File: config.mk
export PLATFORM = sky130hd
export DESIGN_NAME = bram1_result_reader_flat
export DESIGN_NICKNAME = d
export VERILOG_FILES = /design/src/rtl/bram1_result_reader_if.sv /design/src/rtl/bram1_result_reader.sv /design/src/flat_wrapper.sv
export SDC_FILE = /design/constraint.sdc
export NUM_CORES = 1
export LEC_CHECK = 0
export CELL_PAD_IN_SITES_DETAIL_PLACEMENT = 1
export CELL_PAD_IN_SITES_GLOBAL_PLACEMENT = 2
export CORE_MARGIN = 1.5
export CORE_UTILIZATION = 34
export DETAILED_ROUTE_END_ITERATION = 6
export PLACE_DENSITY = 0.83
export SLEW_MARGIN = 30
export SYNTH_ARGS = -nofsm -noshare
export SYNTH_HDL_FRONTEND = slang
export SYNTH_SLANG_ARGS = --single-unit
File: constraint.sdc
create_clock -name clk -period 9.34 [get_ports clk]
set_input_delay 1.868 -clock clk [delete_from_list [all_inputs] [get_ports clk]]
set_output_delay 1.868 -clock clk [all_outputs]
set_load 0.05 [all_outputs]
File: src/rtl/bram1_result_reader_if.sv
// Bundles the BRAM1 read port and the lane stream of bram1_result_reader.
//   addr_b1_o / ce_b1_o / we_b1_o : BRAM1 address, chip enable, write enable
//   q_b1_i                        : BRAM1 read data, one cycle after a ce cycle
//   m_valid_o / m_ready_i         : lane stream handshake
//   m_data_o / m_last_o           : current lane and final-lane flag
// master = reader side, slave = memory + downstream sink side.
interface bram1_result_reader_if #(
   parameter int unsigned DWIDTH_2 = 64,
   parameter int unsigned AWIDTH   = 8
);
   localparam int unsigned OUT_DATA_WIDTH = DWIDTH_2 / 4;

   logic [AWIDTH-1:0]         addr_b1_o;
   logic                      ce_b1_o;
   logic                      we_b1_o;
   logic [DWIDTH_2-1:0]       q_b1_i;
   logic                      m_valid_o;
   logic                      m_ready_i;
   logic [OUT_DATA_WIDTH-1:0] m_data_o;
   logic                      m_last_o;

   modport master (
      output addr_b1_o, ce_b1_o, we_b1_o, m_valid_o, m_data_o, m_last_o,
      input  q_b1_i, m_ready_i
   );

   modport slave (
      input  addr_b1_o, ce_b1_o, we_b1_o, m_valid_o, m_data_o, m_last_o,
      output q_b1_i, m_ready_i
   );
endinterface

File: src/rtl/bram1_result_reader.sv
// Drains packed 64-bit result words from BRAM1 and streams them out as four
// 16-bit lanes (MSB lane first) over a valid/ready interface.
//   clk, reset         : single clock, synchronous active-high reset
//   start_run_i        : start pulse, honoured only in IDLE
//   run_count_i        : words to drain, clamped to MEM_SIZE
//   idle_o/run_o/done_o: state flags, done_o is a one-cycle pulse
//   bus (master)       : BRAM1 read port and lane stream
module bram1_result_reader #(
   parameter int unsigned CNT_BIT  = 31,
   parameter int unsigned DWIDTH_2 = 64,
   parameter int unsigned AWIDTH   = 8,
   parameter int unsigned MEM_SIZE = 256
) (
   input  logic                  clk,
   input  logic                  reset,
   input  logic                  start_run_i,
   input  logic [CNT_BIT-1:0]    run_count_i,
   output logic                  idle_o,
   output logic                  run_o,
   output logic                  done_o,
   bram1_result_reader_if.master bus
);

   localparam int unsigned OUT_DATA_WIDTH = DWIDTH_2 / 4;
   localparam int unsigned WCW            = AWIDTH + 1;

   typedef enum logic [1:0] {
      S_IDLE = 2'd0,
      S_RUN  = 2'd1,
      S_DONE = 2'd2
   } state_t;

   state_t                    state_q, state_n;
   logic [WCW-1:0]            cnt_q, cnt_n;
   logic [WCW-1:0]            issued_q, issued_n;
   logic [WCW-1:0]            retired_q, retired_n;
   logic [DWIDTH_2-1:0]       cur_word_q, cur_word_n;
   logic                      cur_valid_q, cur_valid_n;
   logic [1:0]                lane_q, lane_n;
   logic [DWIDTH_2-1:0]       pf_word_q, pf_word_n;
   logic                      pf_valid_q, pf_valid_n;
   logic                      rd_vld_q, rd_vld_n;
   logic                      ce_q, ce_n;
   logic [AWIDTH-1:0]         addr_q, addr_n;
   logic [OUT_DATA_WIDTH-1:0] m_data_q, m_data_n;
   logic                      m_last_q, m_last_n;
   logic                      idle_q, idle_n;
   logic                      run_q, run_n;
   logic                      done_q, done_n;

   logic [WCW-1:0]            req_cnt_c;
   logic                      hs_c;
   logic                      lane3_hs_c;

   // Lane 0 is the most significant 16 bits of the word.
   function automatic logic [OUT_DATA_WIDTH-1:0] lane_sel(
      input logic [DWIDTH_2-1:0] w,
      input logic [1:0]          lane
   );
      case (lane)
         2'd0:    return w[4*OUT_DATA_WIDTH-1 -: OUT_DATA_WIDTH];
         2'd1:    return w[3*OUT_DATA_WIDTH-1 -: OUT_DATA_WIDTH];
         2'd2:    return w[2*OUT_DATA_WIDTH-1 -: OUT_DATA_WIDTH];
         default: return w[OUT_DATA_WIDTH-1   -: OUT_DATA_WIDTH];
      endcase
   endfunction

   // Clamp the requested count to the BRAM depth.
   always_comb begin
      req_cnt_c = WCW'(run_count_i);
      if (run_count_i > CNT_BIT'(MEM_SIZE)) begin
         req_cnt_c = WCW'(MEM_SIZE);
      end
   end

   // State and datapath registers.
   always_ff @(posedge clk) begin
      if (reset) begin
         state_q     <= S_IDLE;
         cnt_q       <= '0;
         issued_q    <= '0;
         retired_q   <= '0;
         cur_word_q  <= '0;
         cur_valid_q <= 1'b0;
         lane_q      <= '0;
         pf_word_q   <= '0;
         pf_valid_q  <= 1'b0;
         rd_vld_q    <= 1'b0;
         ce_q        <= 1'b0;
         addr_q      <= '0;
         m_data_q    <= '0;
         m_last_q    <= 1'b0;
         idle_q      <= 1'b1;
         run_q       <= 1'b0;
         done_q      <= 1'b0;
      end else begin
         state_q     <= state_n;
         cnt_q       <= cnt_n;
         issued_q    <= issued_n;
         retired_q   <= retired_n;
         cur_word_q  <= cur_word_n;
         cur_valid_q <= cur_valid_n;
         lane_q      <= lane_n;
         pf_word_q   <= pf_word_n;
         pf_valid_q  <= pf_valid_n;
         rd_vld_q    <= rd_vld_n;
         ce_q        <= ce_n;
         addr_q      <= addr_n;
         m_data_q    <= m_data_n;
         m_last_q    <= m_last_n;
         idle_q      <= idle_n;
         run_q       <= run_n;
         done_q      <= done_n;
      end
   end

   // Next-state, word slots, read issue and registered-output values.
   always_comb begin
      state_n     = state_q;
      cnt_n       = cnt_q;
      issued_n    = issued_q;
      retired_n   = retired_q;
      cur_word_n  = cur_word_q;
      cur_valid_n = cur_valid_q;
      lane_n      = lane_q;
      pf_word_n   = pf_word_q;
      pf_valid_n  = pf_valid_q;
      rd_vld_n    = ce_q;
      ce_n        = 1'b0;
      addr_n      = addr_q;
      m_data_n    = m_data_q;
      m_last_n    = 1'b0;
      idle_n      = 1'b0;
      run_n       = 1'b0;
      done_n      = 1'b0;

      hs_c       = cur_valid_q && bus.m_ready_i;
      lane3_hs_c = hs_c && (lane_q == 2'd3);

      case (state_q)
         S_IDLE: begin
            if (start_run_i) begin
               cnt_n       = req_cnt_c;
               issued_n    = '0;
               retired_n   = '0;
               lane_n      = '0;
               cur_valid_n = 1'b0;
               pf_valid_n  = 1'b0;
               state_n     = (req_cnt_c == '0) ? S_DONE : S_RUN;
            end
         end
         S_RUN: begin
            if (hs_c && m_last_q) begin
               state_n = S_DONE;
            end
         end
         S_DONE: begin
            state_n = S_IDLE;
         end
         default: begin
            state_n = S_IDLE;
         end
      endcase

      // Lane transfer; the last lane hands the prefetched word to current.
      if (hs_c) begin
         if (lane3_hs_c) begin
            retired_n   = retired_q + WCW'(1);
            lane_n      = '0;
            cur_valid_n = pf_valid_q;
            cur_word_n  = pf_word_q;
            pf_valid_n  = 1'b0;
         end else begin
            lane_n = lane_q + 2'd1;
         end
      end

      // Returning read data fills current if it ends up empty, else prefetch.
      if (rd_vld_q) begin
         if (!cur_valid_n) begin
            cur_word_n  = bus.q_b1_i;
            cur_valid_n = 1'b1;
            lane_n      = '0;
         end else begin
            pf_word_n  = bus.q_b1_i;
            pf_valid_n = 1'b1;
         end
      end

      // One read outstanding at a time, and only into a guaranteed free slot.
      if ((state_n == S_RUN) && (issued_n < cnt_n) && !ce_q && !pf_valid_n) begin
         ce_n     = 1'b1;
         addr_n   = AWIDTH'(issued_n);
         issued_n = issued_n + WCW'(1);
      end

      if (cur_valid_n) begin
         m_data_n = lane_sel(cur_word_n, lane_n);
         m_last_n = (lane_n == 2'd3) && (retired_n == (cnt_n - WCW'(1)));
      end

      idle_n = (state_n == S_IDLE);
      run_n  = (state_n == S_RUN);
      done_n = (state_n == S_DONE);
   end

   assign idle_o        = idle_q;
   assign run_o         = run_q;
   assign done_o        = done_q;
   assign bus.addr_b1_o = addr_q;
   assign bus.ce_b1_o   = ce_q;
   assign bus.we_b1_o   = 1'b0;
   assign bus.m_valid_o = cur_valid_q;
   assign bus.m_data_o  = m_data_q;
   assign bus.m_last_o  = m_last_q;

endmodule

File: src/flat_wrapper.sv
// flat-port wrapper written by rule: the top's interface ports become plain ports
module bram1_result_reader_flat 
#(
   parameter int unsigned CNT_BIT  = 31,
   parameter int unsigned DWIDTH_2 = 64,
   parameter int unsigned AWIDTH   = 8,
   parameter int unsigned MEM_SIZE = 256
)
  (clk, reset, start_run_i, run_count_i, idle_o, run_o, done_o, bus_addr_b1_o, bus_ce_b1_o, bus_we_b1_o, bus_m_valid_o, bus_m_data_o, bus_m_last_o, bus_q_b1_i, bus_m_ready_i);
  bram1_result_reader_if #(.DWIDTH_2(DWIDTH_2), .AWIDTH(AWIDTH)) bus_i ();
  input  logic clk;
  input  logic reset;
  input  logic start_run_i;
  input  logic [CNT_BIT-1:0] run_count_i;
  output logic idle_o;
  output logic run_o;
  output logic done_o;
  output wire logic [$bits(bus_i.addr_b1_o)-1:0] bus_addr_b1_o;
  output wire logic [$bits(bus_i.ce_b1_o)-1:0] bus_ce_b1_o;
  output wire logic [$bits(bus_i.we_b1_o)-1:0] bus_we_b1_o;
  output wire logic [$bits(bus_i.m_valid_o)-1:0] bus_m_valid_o;
  output wire logic [$bits(bus_i.m_data_o)-1:0] bus_m_data_o;
  output wire logic [$bits(bus_i.m_last_o)-1:0] bus_m_last_o;
  input wire logic [$bits(bus_i.q_b1_i)-1:0] bus_q_b1_i;
  input wire logic [$bits(bus_i.m_ready_i)-1:0] bus_m_ready_i;
  assign bus_addr_b1_o = bus_i.addr_b1_o;
  assign bus_ce_b1_o = bus_i.ce_b1_o;
  assign bus_we_b1_o = bus_i.we_b1_o;
  assign bus_m_valid_o = bus_i.m_valid_o;
  assign bus_m_data_o = bus_i.m_data_o;
  assign bus_m_last_o = bus_i.m_last_o;
  assign bus_i.q_b1_i = bus_q_b1_i;
  assign bus_i.m_ready_i = bus_m_ready_i;
  bram1_result_reader #(.CNT_BIT(CNT_BIT), .DWIDTH_2(DWIDTH_2), .AWIDTH(AWIDTH), .MEM_SIZE(MEM_SIZE)) u_core (.clk(clk), .reset(reset), .start_run_i(start_run_i), .run_count_i(run_count_i), .idle_o(idle_o), .run_o(run_o), .done_o(done_o), .bus(bus_i));
endmodule
# Word level (Yosys, flattened, before mapping)
# Index checks and enable logic that the tools add are counted.
# word_totals
in_bits	99
output_inout_bits	31
register_bits	191
word_cells	84
# op_classes
n_addsub	4
muxes	37
reduce_logical	15
n_bitwise	1
order_cmp	2
n_eq_ne	8
# ops
cell	n
$mux 64	4
$mux 9	10
$pmux 16 s3	1
$gt 31x9->1 const B	1
$add 9x1->9 const B	2
$mux 2	9
$mux 1	12
$eq 9x9->1	1
$logic_not 9->1	1
$lt 9x9->1	1
$sub 9x1->9 const B	1
$eq 2x2->1 const B	4
$logic_and 1x1->1	7
$eq 2x1->1 const B	3
$logic_not 2->1	3
$pmux 2 s2	1
$add 2x1->2 const B	1
$logic_not 1->1	2
$reduce_and 2->1	1
$reduce_or 2->1	1
$not 1->1	1

# Depth between registers and ports, before layout
# Gate-level depths: netlist of the first run.
# depth
word_depth	11
mapped_depth	16
depth_no_buf	13

# Worst setup path after synthesis of the first run
# OpenSTA, ideal clock, no wires.
# synth_timing
path_type	input to register
startpoint	input start_run_i
endpoint	register u_core.addr_q[0], in the netlist u_core.bus.addr_b1_o[0]
setup_time_ns	0.128
t_required_ns	9.212
n_path_buf	4
slack_ns	4.152
arrival_time_ns	5.060
stages	13
path_cell_list	or3b_4 -> clkbuf_1 -> clkbuf_1 -> clkbuf_1 -> a22oi_1 -> ha_1 -> a21o_1 -> a211o_1 -> or3_4 -> a211oi_4 -> buf_6 -> mux2i_1 -> nor2_1
# synth_via
elab_chain_cells	8
word_cells_on_any_way	22
classes_between	order compare (1); eq/ne (1); mux (16); reduce/logical (4)
# synth_rtl
element	line	rtl
from (decl)	flat_wrapper.sv:13	input logic start_run_i;
branches (longest 8 deep; another with $lt 9x9->1)	-	
to (signal assigned)	bram1_result_reader.sv:108	addr_q <= addr_n;
to (decl)	bram1_result_reader.sv:44	logic [AWIDTH-1:0] addr_q, addr_n;
# Parallel ways; which one is timed is not known.
# A chain may end at the register's enable or synchronous reset.

# Final worst setup path of the first run
# layout_timing
startpoint	input run_count_i[30]
endpoint	register u_core.issued_q[8]
# layout_via
elab_chain_cells	11
word_cells_on_any_way	14
classes_between	order compare (2); eq/ne (1); mux (7); reduce/logical (4)
# layout_rtl
element	line	rtl
from (decl)	flat_wrapper.sv:14	input logic [CNT_BIT-1:0] run_count_i;
$gt 31x9->1 (*)	bram1_result_reader.sv:71	if (run_count_i > CNT_BIT'(MEM_SIZE)) begin
$mux 9 (*)	bram1_result_reader.sv:71	
$logic_not 9->1	bram1_result_reader.sv:149	state_n = (req_cnt_c == '0) ? S_DONE : S_RUN;
$mux 2	bram1_result_reader.sv:149	
$mux 2	bram1_result_reader.sv:142	if (start_run_i) begin
$pmux 2 s2	bram1_result_reader.sv:140	case (state_q)
$eq 2x1->1	bram1_result_reader.sv:191	if ((state_n == S_RUN) && (issued_n < cnt_n) && !ce_q && !pf_valid_n) begin
$logic_and 1x1->1 (*) (3 in series)	bram1_result_reader.sv:191	
$mux 9 (*)	bram1_result_reader.sv:191	
to (signal assigned)	bram1_result_reader.sv:99	issued_q <= issued_n;
to (decl)	bram1_result_reader.sv:35	logic [WCW-1:0] issued_q, issued_n;
# Mark *: on every way between the ends. The rest lies on a longest branch, timed or not.

==> results of run 1 <==
-- metal layers --
metal	wire, um	up-vias	share of wire, %	global-route usage [%]
li1	-	3951	-	-
met1	13800	3879	50	31.4
met2	12400	144	45	32.9
met3	988	16	3.6	2.80
met4	310	0	1.1	4.92
met5	0	-	0	0
-- state kept, by name, summed over array words and instances, names as in the netlist, 2 cells and up --
| register | flops |
|---|---|
| u_core.cur_word_q | 64 |
| u_core.pf_word_q | 64 |
| u_core.bus.m_data_o | 16 |
| u_core.cnt_q | 9 |
| u_core.issued_q | 9 |
| u_core.retired_q | 9 |
| u_core.bus.addr_b1_o | 8 |
| u_core.lane_q | 2 |
| u_core.state_q | 2 |
-- layout make-up --
cell class                 count  share of cell area, %
timing repair buffer         136                   12.5
tap                          330                   3.86
clock buffer                  19                   4.14
multi-input combinational    816                   42.7
clock inverter                12                  0.924
sequential                   191                   35.7
inverter                       3                  0.105
-- metrics by stage --
| stage | worst slack, ps | power (mW) | instance area, um2 | util, % | hold WS (ps) |
|---|---|---|---|---|---|
| after global routing | 3090 | 1.78 | 10700 | 42.6 | 473 |
| final | 3490 | 1.71 | 10700 | 42.6 | 458 |
| after CTS | 3530 | 1.73 | 10700 | 42.6 | 460 |
| after global placement | 3090 | 1.03 | 10100 | 40.4 | 443 |
| after detailed placement | 3080 | 1.03 | 10200 | 40.4 | 450 |
| after floorplan | 4150 | 0.947 | 8670 | - | 436 |
-- critical path, cell delays in order --
cell	delay, ps
clkdlybuf4s50_1	390
nor4_1	390
and4_1	370
and4_1	450
a22oi_1	230
ha_1	340
a21o_1	180
a211o_1	300
or3_4	350
a211oi_4	810
nand4_1	210
xor2_1	180
nor2_1	60
-- final timing paths --
kind	to	depth (start not counted)	slack [ps]	start
worst min-delay path	u_core.pf_word_q[43]	2	460	u_core.pf_word_q[43]
worst min register to register	u_core.pf_word_q[43]	2	460	u_core.pf_word_q[43]
worst max-delay path	u_core.issued_q[8]	13	3490	run_count_i[30]
worst max register to register	u_core.issued_q[8]	11	5120	u_core.state_q[1]
-- placed cells by master, fill, tap and decap left out, types with 17 or more instances in the layout --
cell type | Yosys | final
nand3_1 | 33 | 32
dfxtp_1 | 191 | 191
nor2_1 | 114 | 114
mux2i_1 | 19 | 19
nand2_1 | 284 | 282
o21ai_1 | 23 | 22
clkdlybuf4s50_1 | 0 | 127
a311oi_1 | 33 | 33
a21oi_1 | 75 | 75
clkbuf_16 | 0 | 17
-- cell families after synthesis --
kind of cell,share of synthesized area [%]
AND/OR/NAND/NOR,25.2
AO/OA/AOI/OAI,18.7
flip-flops,44.1
buffers and inverters,3.82
multiplexers,4.27
XOR/XNOR,2.12
adder cells (fa/ha/maj),1.73
other,0.0433
-- power by group through the flow --
stage                     logic [mW]  clock network [mW]  registers (mW)
after floorplan               0.0784                   0           0.869
after global placement         0.169                   0           0.862
after detailed placement       0.170                   0           0.862
after CTS                      0.171               0.714           0.843
after global routing           0.185               0.747           0.845
final                          0.170               0.695           0.843
==> metrics.txt, run 1 <==
status complete, no violations; Pint roughly 1.3 mW; critical path type in2reg; Core ar. 25100 um2; CTS buffer count 17; Warnings, synthesis 0; initial antenna violation count 0; Net Switching 0.448 mW; sequential share of power just under 50%; Required @ worst endpoint 9630 ps; Placer Congestion 0.802; vias in the first global route slightly below 8000; max-capacitance violation count 0; H-tree Lvls 4; Die W about 160 um; share of the synthesized area in the top cell type 44.1%; # resized after CTS 0; fill count 3032; post-CTS setup buffers 0; Final Setup Violations 0; share of cells above drive strength 1 5.52%; top-count cell post-synth nand2_1; final-report max-slew violation count 0; VDD IR max 0.105 mV; number of synthesized register bits roughly 190; crit start category primary input; wire length per cell 18.2 um; Tmin final 5850 ps; Cell Pwr Density 160 nW/um2; top post-synthesis cells by area dfxtp_1, nand2_1, nor2_1; Fin. Hold Viols 0; Seq/Total Area, Yosys 44.1%; crit share post-route 62.6%; DRC 0; combinational power share about 10%; Synth cell types 61; antenna cells 0; vias per cell roughly 5.3; CP Capture Type flop; most instantiated cells after synthesis nand2_1, dfxtp_1, nor2_1; Static Leak 3.96 nW; Die Y 163 um; Post-CTS Hold Buffers 0; Primary FF master, synth dfxtp_1; Total Routing Usage GR 21.3%; Post-Route Setup TNS 0 ps; Syn Inst Count 1091; switch share 26.2%; grt ovf 0; Ports 130; first-pass GRT wire length 44300 um; Initial Util 34.5%; Avg Cell Area, Syn 7.95 um2; Vias approximately 8000; CTS clk-pin slew, worst paths about 70 ps; largest net degree at the start of global routing 80; max-slew headroom at the worst pin 37.6%; Iteration-0 DRC Markers 441; Reg area 3820 um2; dpl cells 1476; Crit Path Max Fanout 18; CTS tree done; most area-hungry cell type in the Yosys netlist dfxtp_1; HP Class reg2reg; row count between 50 and 60; nets@finish ~1300; clock skew ~16 ps; clk sink count 191; clock buffer depth 2; Total Wirelength 27500 um; Post-Syn Nets about 1200; DP Wirelength about 19000 um; die area ~26000 um2; non-filler cells, final approximately 1500; Layout area overhead 23.4%; Worst Tran Pin Value 934 ps; Root Buffer clkbuf_16; drt first pass iters 5; Async S/R FF share, synth 0%; synthesized cell area between 8000 and 9000 um2; RSZ-0062 raised after global routing false; FMAX roughly 170 MHz; multi-input logic area 4570 um2; Clk network pwr share 40.7%; # port buffers around 130; critical path data arrival time 6130 ps; number of synthesized flops with an enable pin 0; worst skew pair latency 430 ps; DRT antenna net count 0
Note: power is estimated with default switching activity, not from simulation.
==> run 2: changes to the inputs <==
--- a/config.mk
+++ b/config.mk
@@ -8,9 +8,9 @@
 export CELL_PAD_IN_SITES_DETAIL_PLACEMENT = 1
 export CELL_PAD_IN_SITES_GLOBAL_PLACEMENT = 2
 export CORE_MARGIN = 1.5
-export CORE_UTILIZATION = 34
+export CORE_UTILIZATION = 29
 export DETAILED_ROUTE_END_ITERATION = 6
-export PLACE_DENSITY = 0.83
+export PLACE_DENSITY = 0.75
 export SLEW_MARGIN = 30
 export SYNTH_ARGS = -nofsm -noshare
 export SYNTH_HDL_FRONTEND = slang
==> constraint.sdc (replaced) <==
create_clock -name clk -period 5.2 [get_ports clk]
set_input_delay 1.04 -clock clk [delete_from_list [all_inputs] [get_ports clk]]
set_output_delay 1.04 -clock clk [all_outputs]
set_load 0.05 [all_outputs]
==> metrics.txt, run 2 (same netlist as run 1, synthesis figures left out) <==
Die Y 176 um; # port buffers 128; max-slew headroom at the worst pin about two fifths; worst skew pair latency around 450 ps; Initial Util 29.3%; wire length per cell 18.4 um; DRC 0; Root Buffer clkbuf_16; crit share post-route 83.8%; Finished Cell Area roughly 11000 um2; Required @ worst endpoint 5510 ps; clock buffer depth 2; Total Routing Usage GR a little under a fifth; CTS buffer count 17; Final Setup Violations 0; Static Leak 4.06 nW; drt first pass iters 4; Worst Tran Pin Value between 800 and 900 ps; crit start category primary input; VDD IR max 0.207 mV; DP Worst Slack 386 ps; RSZ-0062 raised after global routing false; post-CTS setup buffers 0; FMAX 230 MHz; Worst Path Buf+Inv 3; Layout area overhead 26.2%; Cell Pwr Density 298 nW/um2; # resized after CTS 0; CTS tree done; clk sink count 191; critical path type in2reg; vias per cell 5.14; R2R depth 13; antenna cells 0; Crit Path Max Fanout 18; HP Class reg2reg; Placer Congestion 0.811; Fin. Hold Viols 0; DRT antenna net count 0; row count 63; Core ar. 29600 um2; initial antenna violation count 0; critical path data arrival time 4670 ps; status complete, no violations; cell area after placement 10300 um2; DP Wirelength 19700 um; reg-to-reg setup timing slack 1600 ps; Worst path slowest cell clkdlybuf4s50_1; grt ovf 0; r2r endpoint u_core.issued_q[8]; CP peak stage delay 400 ps; CP Capture Type flop; Total Wirelength approximately 29000 um; H-tree Lvls 4; cell family with most CP delay simple AND/OR/NAND/NOR gates; most frequent cells in the layout nand2_1, dfxtp_1, clkdlybuf4s50_1; r2r startpoint u_core.state_q[1]; clock skew 20.2 ps; WP depth 15; nets@finish 1286; Tmin final 4360 ps; die area 30900 um2; largest net degree at the start of global routing 92; CTS clk-pin slew, worst paths ~80 ps; CP endpoint u_core.issued_q[8]; Cell Chain, Critical Path clkdlybuf4s50_1, nor4_1, and4_1, and4_1, buf_4, a21boi_1, ha_1, a21o_1, a211o_1, or3_4, a211oi_4, buf_4, nand4_1, xor2_1, nor2_1; Ports 130; hold slack 458 ps; Crit. Startpoint run_count_i[17]; PnR worst setup slack 843 ps; Post-CTS Hold Buffers 0; first-pass GRT wire length 45600 um; vias in the first global route 7989; final-report max-slew violation count 0; Post-Route Setup TNS 0 ps; most common cell after layout, fill and taps aside nand2_1; max-capacitance violation count 0; Vias 8118; share of cells above drive strength 1 6.40%; Die W 176 um; Iteration-0 DRC Markers 401
-- run 2: changes by cell type in the layout (fill, tap and decap cells not counted), moves of 2 or more --
cell / delta
clkinvlp_4: -2
bufinv_16: +2
buf_4: +8
inv_6: -5
inv_8: +7
-- run 2: worst min-delay path by stage --
stage	start	to	slack (ps)	depth (start not counted)
after floorplan	u_core.pf_word_q[30]	u_core.pf_word_q[30]	440	2
after global placement	u_core.pf_word_q[42]	u_core.pf_word_q[42]	440	2
after detailed placement	u_core.pf_word_q[61]	u_core.pf_word_q[61]	450	2
after CTS	u_core.pf_word_q[61]	u_core.pf_word_q[61]	460	2
after global routing	u_core.pf_word_q[44]	u_core.pf_word_q[44]	470	2
final	u_core.pf_word_q[24]	u_core.pf_word_q[24]	460	2
-- run 2: layout make-up --
| type | instances | area [um2] |
|---|---|---|
| inverters | 3 | 11.3 |
| fillers | 3486 | 18600 |
| clock inverters | 14 | 190 |
| repair buffers | 146 | 1430 |
| flip-flops and latches | 191 | 3820 |
| well taps | 390 | 488 |
| clock buffers | 18 | 439 |
| multi-input cells | 816 | 4560 |
-- run 2: where the power goes --
group	internal [mW]	switching, mW	leakage (nW)	total [mW]
clock network	0.755	0.677	0.305	1.43
registers	1.50	0.0167	1.55	1.51
logic	0.135	0.177	2.21	0.311
total	2.39	0.870	4.06	3.26
-- run 2: worst min-delay path, cell delays in order (launching register included) --
cell and delay [ps]:
dfxtp_1 310, nand2_1 50, a21oi_1 50
-- run 2: per-stage QoR --
step | instances | power, mW | util (%)
floorplan | 1091 | 1.70 | -
global placement | 1546 | 1.86 | 34.9
detailed placement | 1546 | 1.86 | 34.9
CTS | 1578 | 3.30 | 37.0
global route | 1578 | 3.37 | 37.0
finish | 1578 | 3.26 | 37.0
-- run 2: routing by layer --
metal,track usage (%),wire length [um],vias to the layer above
li1,-,-,3985
met5,0,0,-
met3,2.62,940,22
met2,29.5,13100,153
met1,27.4,14600,3958
met4,4.99,354,0
